[src/rtl/stack_flow_sequencer.sv]
// Control-flow micro-op sequencer: arbitrates CALL/RET/RTI and interrupts, injects
// stack push/pop micro-ops while stalling fetch, then issues a one-cycle PC redirect.
module stack_flow_sequencer #(
    parameter logic [15:0] PUSH_PC_LOW_OP  = 16'h6008,
    parameter logic [15:0] PUSH_PC_HIGH_OP = 16'h6009,
    parameter logic [15:0] PUSH_FLAGS_OP   = 16'h600A,
    parameter logic [15:0] POP_PC_HIGH_OP  = 16'h7009,
    parameter logic [15:0] POP_PC_LOW_OP   = 16'h7008,
    parameter logic [15:0] POP_FLAGS_OP    = 16'h700A,
    parameter logic [31:0] INT_VECTOR      = 32'h0000_0000
) (
    input  logic        clk_i,
    input  logic        reset_ni,
    input  logic        call_i,
    input  logic        ret_i,
    input  logic        rti_i,
    input  logic [15:0] rdst_value_i,
    input  logic        int_req_i,
    input  logic        pop_ack_i,
    input  logic [15:0] pop_data_i,
    output logic        instr_ack_o,
    output logic        int_ack_o,
    output logic [15:0] op_out_o,
    output logic        op_valid_o,
    output logic        stall_o,
    output logic        change_pc_o,
    output logic [31:0] pc_target_o,
    output logic        flags_restore_o,
    output logic [15:0] flags_value_o
);

    typedef enum logic [2:0] {
        S_IDLE, S_PUSH_LO, S_PUSH_HI, S_PUSH_FL,
        S_POP_FL, S_POP_HI, S_POP_LO, S_LOAD_PC
    } state_e;

    state_e      state_q, state_d;
    logic [31:0] target_q, target_d;
    logic [15:0] flags_q, flags_d;
    logic        int_pending_q, int_pending_d;
    logic        seq_int_q, seq_int_d;
    logic        instr_ack_d, int_ack_d, flags_restore_d;
    logic [15:0] op_d;
    logic        op_valid_d, stall_d, change_pc_d;
    logic [31:0] pc_target_d;
    logic        accept_int;

    always_comb begin
        state_d         = state_q;
        target_d        = target_q;
        flags_d         = flags_q;
        seq_int_d       = seq_int_q;
        instr_ack_d     = 1'b0;
        int_ack_d       = 1'b0;
        flags_restore_d = 1'b0;
        accept_int      = 1'b0;

        unique case (state_q)
            S_IDLE: begin
                if (int_pending_q || int_req_i) begin
                    state_d    = S_PUSH_LO;
                    int_ack_d  = 1'b1;
                    target_d   = INT_VECTOR;
                    seq_int_d  = 1'b1;
                    accept_int = 1'b1;
                end else if (call_i) begin
                    state_d     = S_PUSH_LO;
                    instr_ack_d = 1'b1;
                    target_d    = {16'h0000, rdst_value_i};
                    seq_int_d   = 1'b0;
                end else if (ret_i) begin
                    state_d     = S_POP_HI;
                    instr_ack_d = 1'b1;
                end else if (rti_i) begin
                    state_d     = S_POP_FL;
                    instr_ack_d = 1'b1;
                end
            end
            S_PUSH_LO: state_d = S_PUSH_HI;
            // Only the interrupt sequence saves flags before redirecting.
            S_PUSH_HI: state_d = seq_int_q ? S_PUSH_FL : S_LOAD_PC;
            S_PUSH_FL: state_d = S_LOAD_PC;
            S_POP_FL: begin
                if (pop_ack_i) begin
                    flags_d         = pop_data_i;
                    flags_restore_d = 1'b1;
                    state_d         = S_POP_HI;
                end
            end
            S_POP_HI: begin
                if (pop_ack_i) begin
                    target_d[31:16] = pop_data_i;
                    state_d         = S_POP_LO;
                end
            end
            S_POP_LO: begin
                if (pop_ack_i) begin
                    target_d[15:0] = pop_data_i;
                    state_d        = S_LOAD_PC;
                end
            end
            S_LOAD_PC: state_d = S_IDLE;
            default:   state_d = S_IDLE;
        endcase

        if (accept_int)
            int_pending_d = 1'b0;
        else if (int_req_i)
            int_pending_d = 1'b1;
        else
            int_pending_d = int_pending_q;

        // Outputs are decoded from the next state so they appear registered with it.
        unique case (state_d)
            S_PUSH_LO: op_d = PUSH_PC_LOW_OP;
            S_PUSH_HI: op_d = PUSH_PC_HIGH_OP;
            S_PUSH_FL: op_d = PUSH_FLAGS_OP;
            S_POP_FL:  op_d = POP_FLAGS_OP;
            S_POP_HI:  op_d = POP_PC_HIGH_OP;
            S_POP_LO:  op_d = POP_PC_LOW_OP;
            default:   op_d = 16'h0000;
        endcase
        op_valid_d  = (state_d != S_IDLE) && (state_d != S_LOAD_PC);
        stall_d     = (state_d != S_IDLE);
        change_pc_d = (state_d == S_LOAD_PC);
        pc_target_d = (state_d == S_LOAD_PC) ? target_d : 32'h0000_0000;
    end

    always_ff @(posedge clk_i or negedge reset_ni) begin
        if (!reset_ni) begin
            state_q         <= S_IDLE;
            target_q        <= 32'h0000_0000;
            flags_q         <= 16'h0000;
            int_pending_q   <= 1'b0;
            seq_int_q       <= 1'b0;
            instr_ack_o     <= 1'b0;
            int_ack_o       <= 1'b0;
            op_out_o        <= 16'h0000;
            op_valid_o      <= 1'b0;
            stall_o         <= 1'b0;
            change_pc_o     <= 1'b0;
            pc_target_o     <= 32'h0000_0000;
            flags_restore_o <= 1'b0;
        end else begin
            state_q         <= state_d;
            target_q        <= target_d;
            flags_q         <= flags_d;
            int_pending_q   <= int_pending_d;
            seq_int_q       <= seq_int_d;
            instr_ack_o     <= instr_ack_d;
            int_ack_o       <= int_ack_d;
            op_out_o        <= op_d;
            op_valid_o      <= op_valid_d;
            stall_o         <= stall_d;
            change_pc_o     <= change_pc_d;
            pc_target_o     <= pc_target_d;
            flags_restore_o <= flags_restore_d;
        end
    end

    assign flags_value_o = flags_q;

endmodule

[config.mk]
export PLATFORM = sky130hd
export DESIGN_NAME = stack_flow_sequencer
export DESIGN_NICKNAME = d
export VERILOG_FILES = /design/src/rtl/stack_flow_sequencer.sv
export SDC_FILE = /design/constraint.sdc
export NUM_CORES = 1
export LEC_CHECK = 0
export ABC_AREA = 1
export BUFFER_PORTS_ARGS = -buffer_cell sky130_fd_sc_hd__buf_2
export CORE_MARGIN = 1
export CORE_UTILIZATION = 35
export CTS_CLUSTER_DIAMETER = 200
export DETAILED_ROUTE_END_ITERATION = 10
export PLACE_DENSITY = 0.57
export REMOVE_ABC_BUFFERS = 1
export SETUP_SLACK_MARGIN = 0.3
export SYNTH_ARGS = -nofsm -noshare
export SYNTH_HDL_FRONTEND = slang
export SYNTH_SLANG_ARGS = --single-unit
[constraint.sdc]
create_clock -name clk_i -period 1.27 [get_ports clk_i]
set_input_delay 0.1905 -clock clk_i [delete_from_list [all_inputs] [get_ports clk_i]]
set_output_delay 0.1905 -clock clk_i [all_outputs]
set_load 0.01 [all_outputs]
==> results.md <==
* hold violation total from the final report: 0
* cell depth of the worst min-delay path: 3
* number of maximum-capacitance violations: 0
* final clock period utilization by the worst path: 116.0%
* Overall Power: 14.50 mW
* Worst setup SP type: register
* Detailed Route Iter0 Violations: 176
* part of the power in the clock network: 18.1%
* Final setup violation count: 89
* count of inserted antenna diode cells: 0
* Max FO, Critical Path: 10
* number of standard-cell rows in the floorplan: 41
* height of the die: 115.8 microns
* worst reg2reg path depth: 10
* number of slew-limit violations in the final report: 0
* final layout net count: 780
* failing checks: setup timing
* area enclosed by the die boundary: 13410 sq um
* synthesis-stage register bit count: 95
* outcome: complete, but fails checks
* critical path's most frequent cell: nand2_2
* Synth Flop Type: dfrtp_1
* gate count of the mapped netlist: 588
* placeable core region: 12620 sq um
* share of layout cells above drive strength 1: 37.45%
* pin count of the biggest net entering global routing: 29
* overall routed net length: 13.21 mm
* number of library cell types mapped by synthesis: 24
* switching power summed over all nets: 5.895 mW
* CP max stage delay: 0.41 ns
* Reg clk slew, reported paths: 0.06 ns
* IO Pins: 109
* Power Internal: 8.606 mW
* PnR worst setup slack: -0.2036 ns
* antenna violations before repair: 0
* fraction of power consumed by combinational cells: 49.7%
* global-route wire length before repair: 20.80 mm
* CP required: 1.54 ns
* die width: 115.8 microns
* sequential cell area fraction in the yosys report: 52.44%
* arrival time of the worst setup path: 1.75 ns
* port buffer count: 98
* sum of overflow across all layers after global routing: 0
* router iterations before antenna repair: 4
* cell area after synthesis: 4533 sq um
* clock tree buffer depth: 2
* synthesis-to-finish area growth: 41.07%
* cell area power density: 2268 nW/um^2
* HPWL Detailed: 8.748 mm
* Final Wtd Congestion: 0.8361
* min cycle time layout: 1.474 ns
* final design utilization: 50.67%
* count of warnings emitted by yosys: 0
* clock root buffer: clkbuf_16
* wire length per cell after detailed routing: 14.41 microns
* average footprint of a synthesized cell: 7.709 sq um
* chain of cells forming the critical path: buf_6 -> inv_8 -> nand2_4 -> nand2_2 -> nand2_2 -> inv_2 -> o21ai_4 -> nand3_4 -> buf_12 -> nor2_1
* clock buffers created by TritonCTS: 9
* H-tree levels: 3
* kind of capture point of the worst setup path: register
* drt via density: 4.666
* effective utilization at floorplan: 35.92%
* share of power burned in registers: 32.2%
* number of vias in the routed layout: 4279
* worst-case vdd ir drop: 0.001134 V
* Switching Share: 40.65%
* type of the most critical hold path: in2reg
* Setup CP Type: reg2reg
* CTS tree: built
* number of global-route vias before repair: 4168
* critical path's slowest cell: dfrtp_1
* gr usage total: 20.61%
* RSZ-0062 raised after global routing: true
* Leak Pwr: 3.513 nW
* remaining design rule violation count: 0
* number of clock sinks seen by CTS: 95
* number of nets still failing antenna checks after routing: 0
* Skew-Pair Late Insertion Delay: 0.35 ns
* number of synthesized flops with an enable pin: 0
* skew final: 0.008106 ns
* maximum operating frequency: 0.6786 GHz
* async set-or-reset flop fraction in the synthesized netlist: 100.0%
[area by class of cell]
| cell class | count | area, sq um |
|---|---|---|
| Tap cell | 172 | 215.2 |
| Timing Repair Buffer | 168 | 1242 |
| Fill cell | 1210 | 6225 |
| Clock inverter | 3 | 17.52 |
| Timing Repair inverter | 1 | 16.27 |
| Multi-Input combinational cell | 400 | 1973 |
| Sequential cell | 95 | 2380 |
| Inverter | 66 | 284.0 |
| Clock buffer | 12 | 266.5 |
[power groups by stage]
stage	Sequential [mW]	Clock, mW	Combinational, mW
3_3_place_gp	4.60	0	5.48
6_report	4.67	2.62	7.21
4_1_cts	4.63	2.67	6.66
3_5_place_dp	4.64	0	5.61
2_1_floorplan	4.90	0	2.72
5_1_grt	4.78	2.79	7.89
[critical path, delay by kind of cell (launching register included)]
kind,cells,cell delay [ns]
simple gates,5,0.47
flops,1,0.41
compound gates,1,0.07
buf+inv,4,0.45
[layout by cell type (no fill, tap or decap), types with 5 or more instances in the layout]
cell type	count
buf_2	94
nand3_1	19
nor2_2	32
o21ai_1	7
clkbuf_16	9
conb_1	10
inv_1	55
nand2_2	23
o21ai_0	25
buf_4	45
nor2_1	50
nor2_4	8
dfrtp_1	93
buf_6	15
nand2_4	8
nand3_2	5
buf_12	12
a21oi_1	16
nand2_1	188
[cells by family (layout without fill, tap and decap cells)]
family,Yosys count,after routing,share of synthesized area (%)
buffers and inverters,103,250,10.79
other,1,10,0.08272
AOI/OAI and AO/OA,52,52,6.072
DFF,95,95,52.44
and+or+nand+nor,337,338,30.61
[state kept, by name, summed over array words and instances, names as in the netlist]
signal	cells
pc_target_o	32
target_q	32
flags_value_o	16
op_out_o	4
state_q	3
change_pc_o	1
flags_restore_o	1
instr_ack_o	1
int_ack_o	1
int_pending_q	1
op_valid_o	1
seq_int_q	1
stall_o	1
[synth_stat cells (2+ instances only)]
cell      number  area (sq um)
buf_2         10         50.05
nand2_1      216         810.8
dfrtp_1       95          2377
buf_4         18         135.1
nand3_1       24         120.1
nand3_2        2         20.02
o21ai_1        4         20.02
nand3_4        2         35.03
nor2_1        76         285.3
inv_2          7         26.28
buf_6          3         33.78
clkbuf_1       6         22.52
nor2_2        13         81.33
a21oi_1       16         80.08
inv_1         58         217.7
o21ai_0       30         150.1
[timing repair]
| item | in CTS | in global routing |
|---|---|---|
| pin swaps | 16 | 7 |
| endpoints found under the setup margin | 155 | 171 |
| resized for setup | 83 | 40 |
| hold buffers | 1 | 0 |
| endpoints found under the hold margin | 21 | 0 |
| cloned | 2 | 0 |
| setup buffers | 18 | 7 |
[layer usage]
metal	share of wire (%)	global-route usage, %	wire [microns]
met4	1.6	7.607	206
met2	49	34.96	6494
met1	45	26.30	5891
met5	0	0	0
met3	4.7	3.713	620
[through the flow]
step	hold WS [ns]	setup TNS [ns]	setup slack (ns)	instances	cell area, sq um
3_5_place_dp	0.1463	-12.81	-0.2305	874	5492
3_3_place_gp	0.1437	-10.22	-0.1907	874	5492
5_1_grt	0.07364	-16.74	-0.2731	917	6395
4_1_cts	0.05988	-8.017	-0.1781	910	6202
6_report	0.06343	-10.98	-0.2036	917	6395
2_1_floorplan	-0.1051	-41.83	-0.7065	560	4325
[path summary, 6_finish.rpt]
check                                   from                 to  slack [ns]
max                               state_q[0]    pc_target_o[20]       -0.20
min                            pop_data_i[5]   flags_value_o[5]        0.06
max reg2reg                       state_q[0]    pc_target_o[20]       -0.20
min reg2reg                flags_value_o[10]  flags_value_o[10]        0.47
max in group asynchronous           reset_ni     pc_target_o[5]        0.47
min in group asynchronous           reset_ni        target_q[2]        0.28
Power figures use the tool's default switching activity.
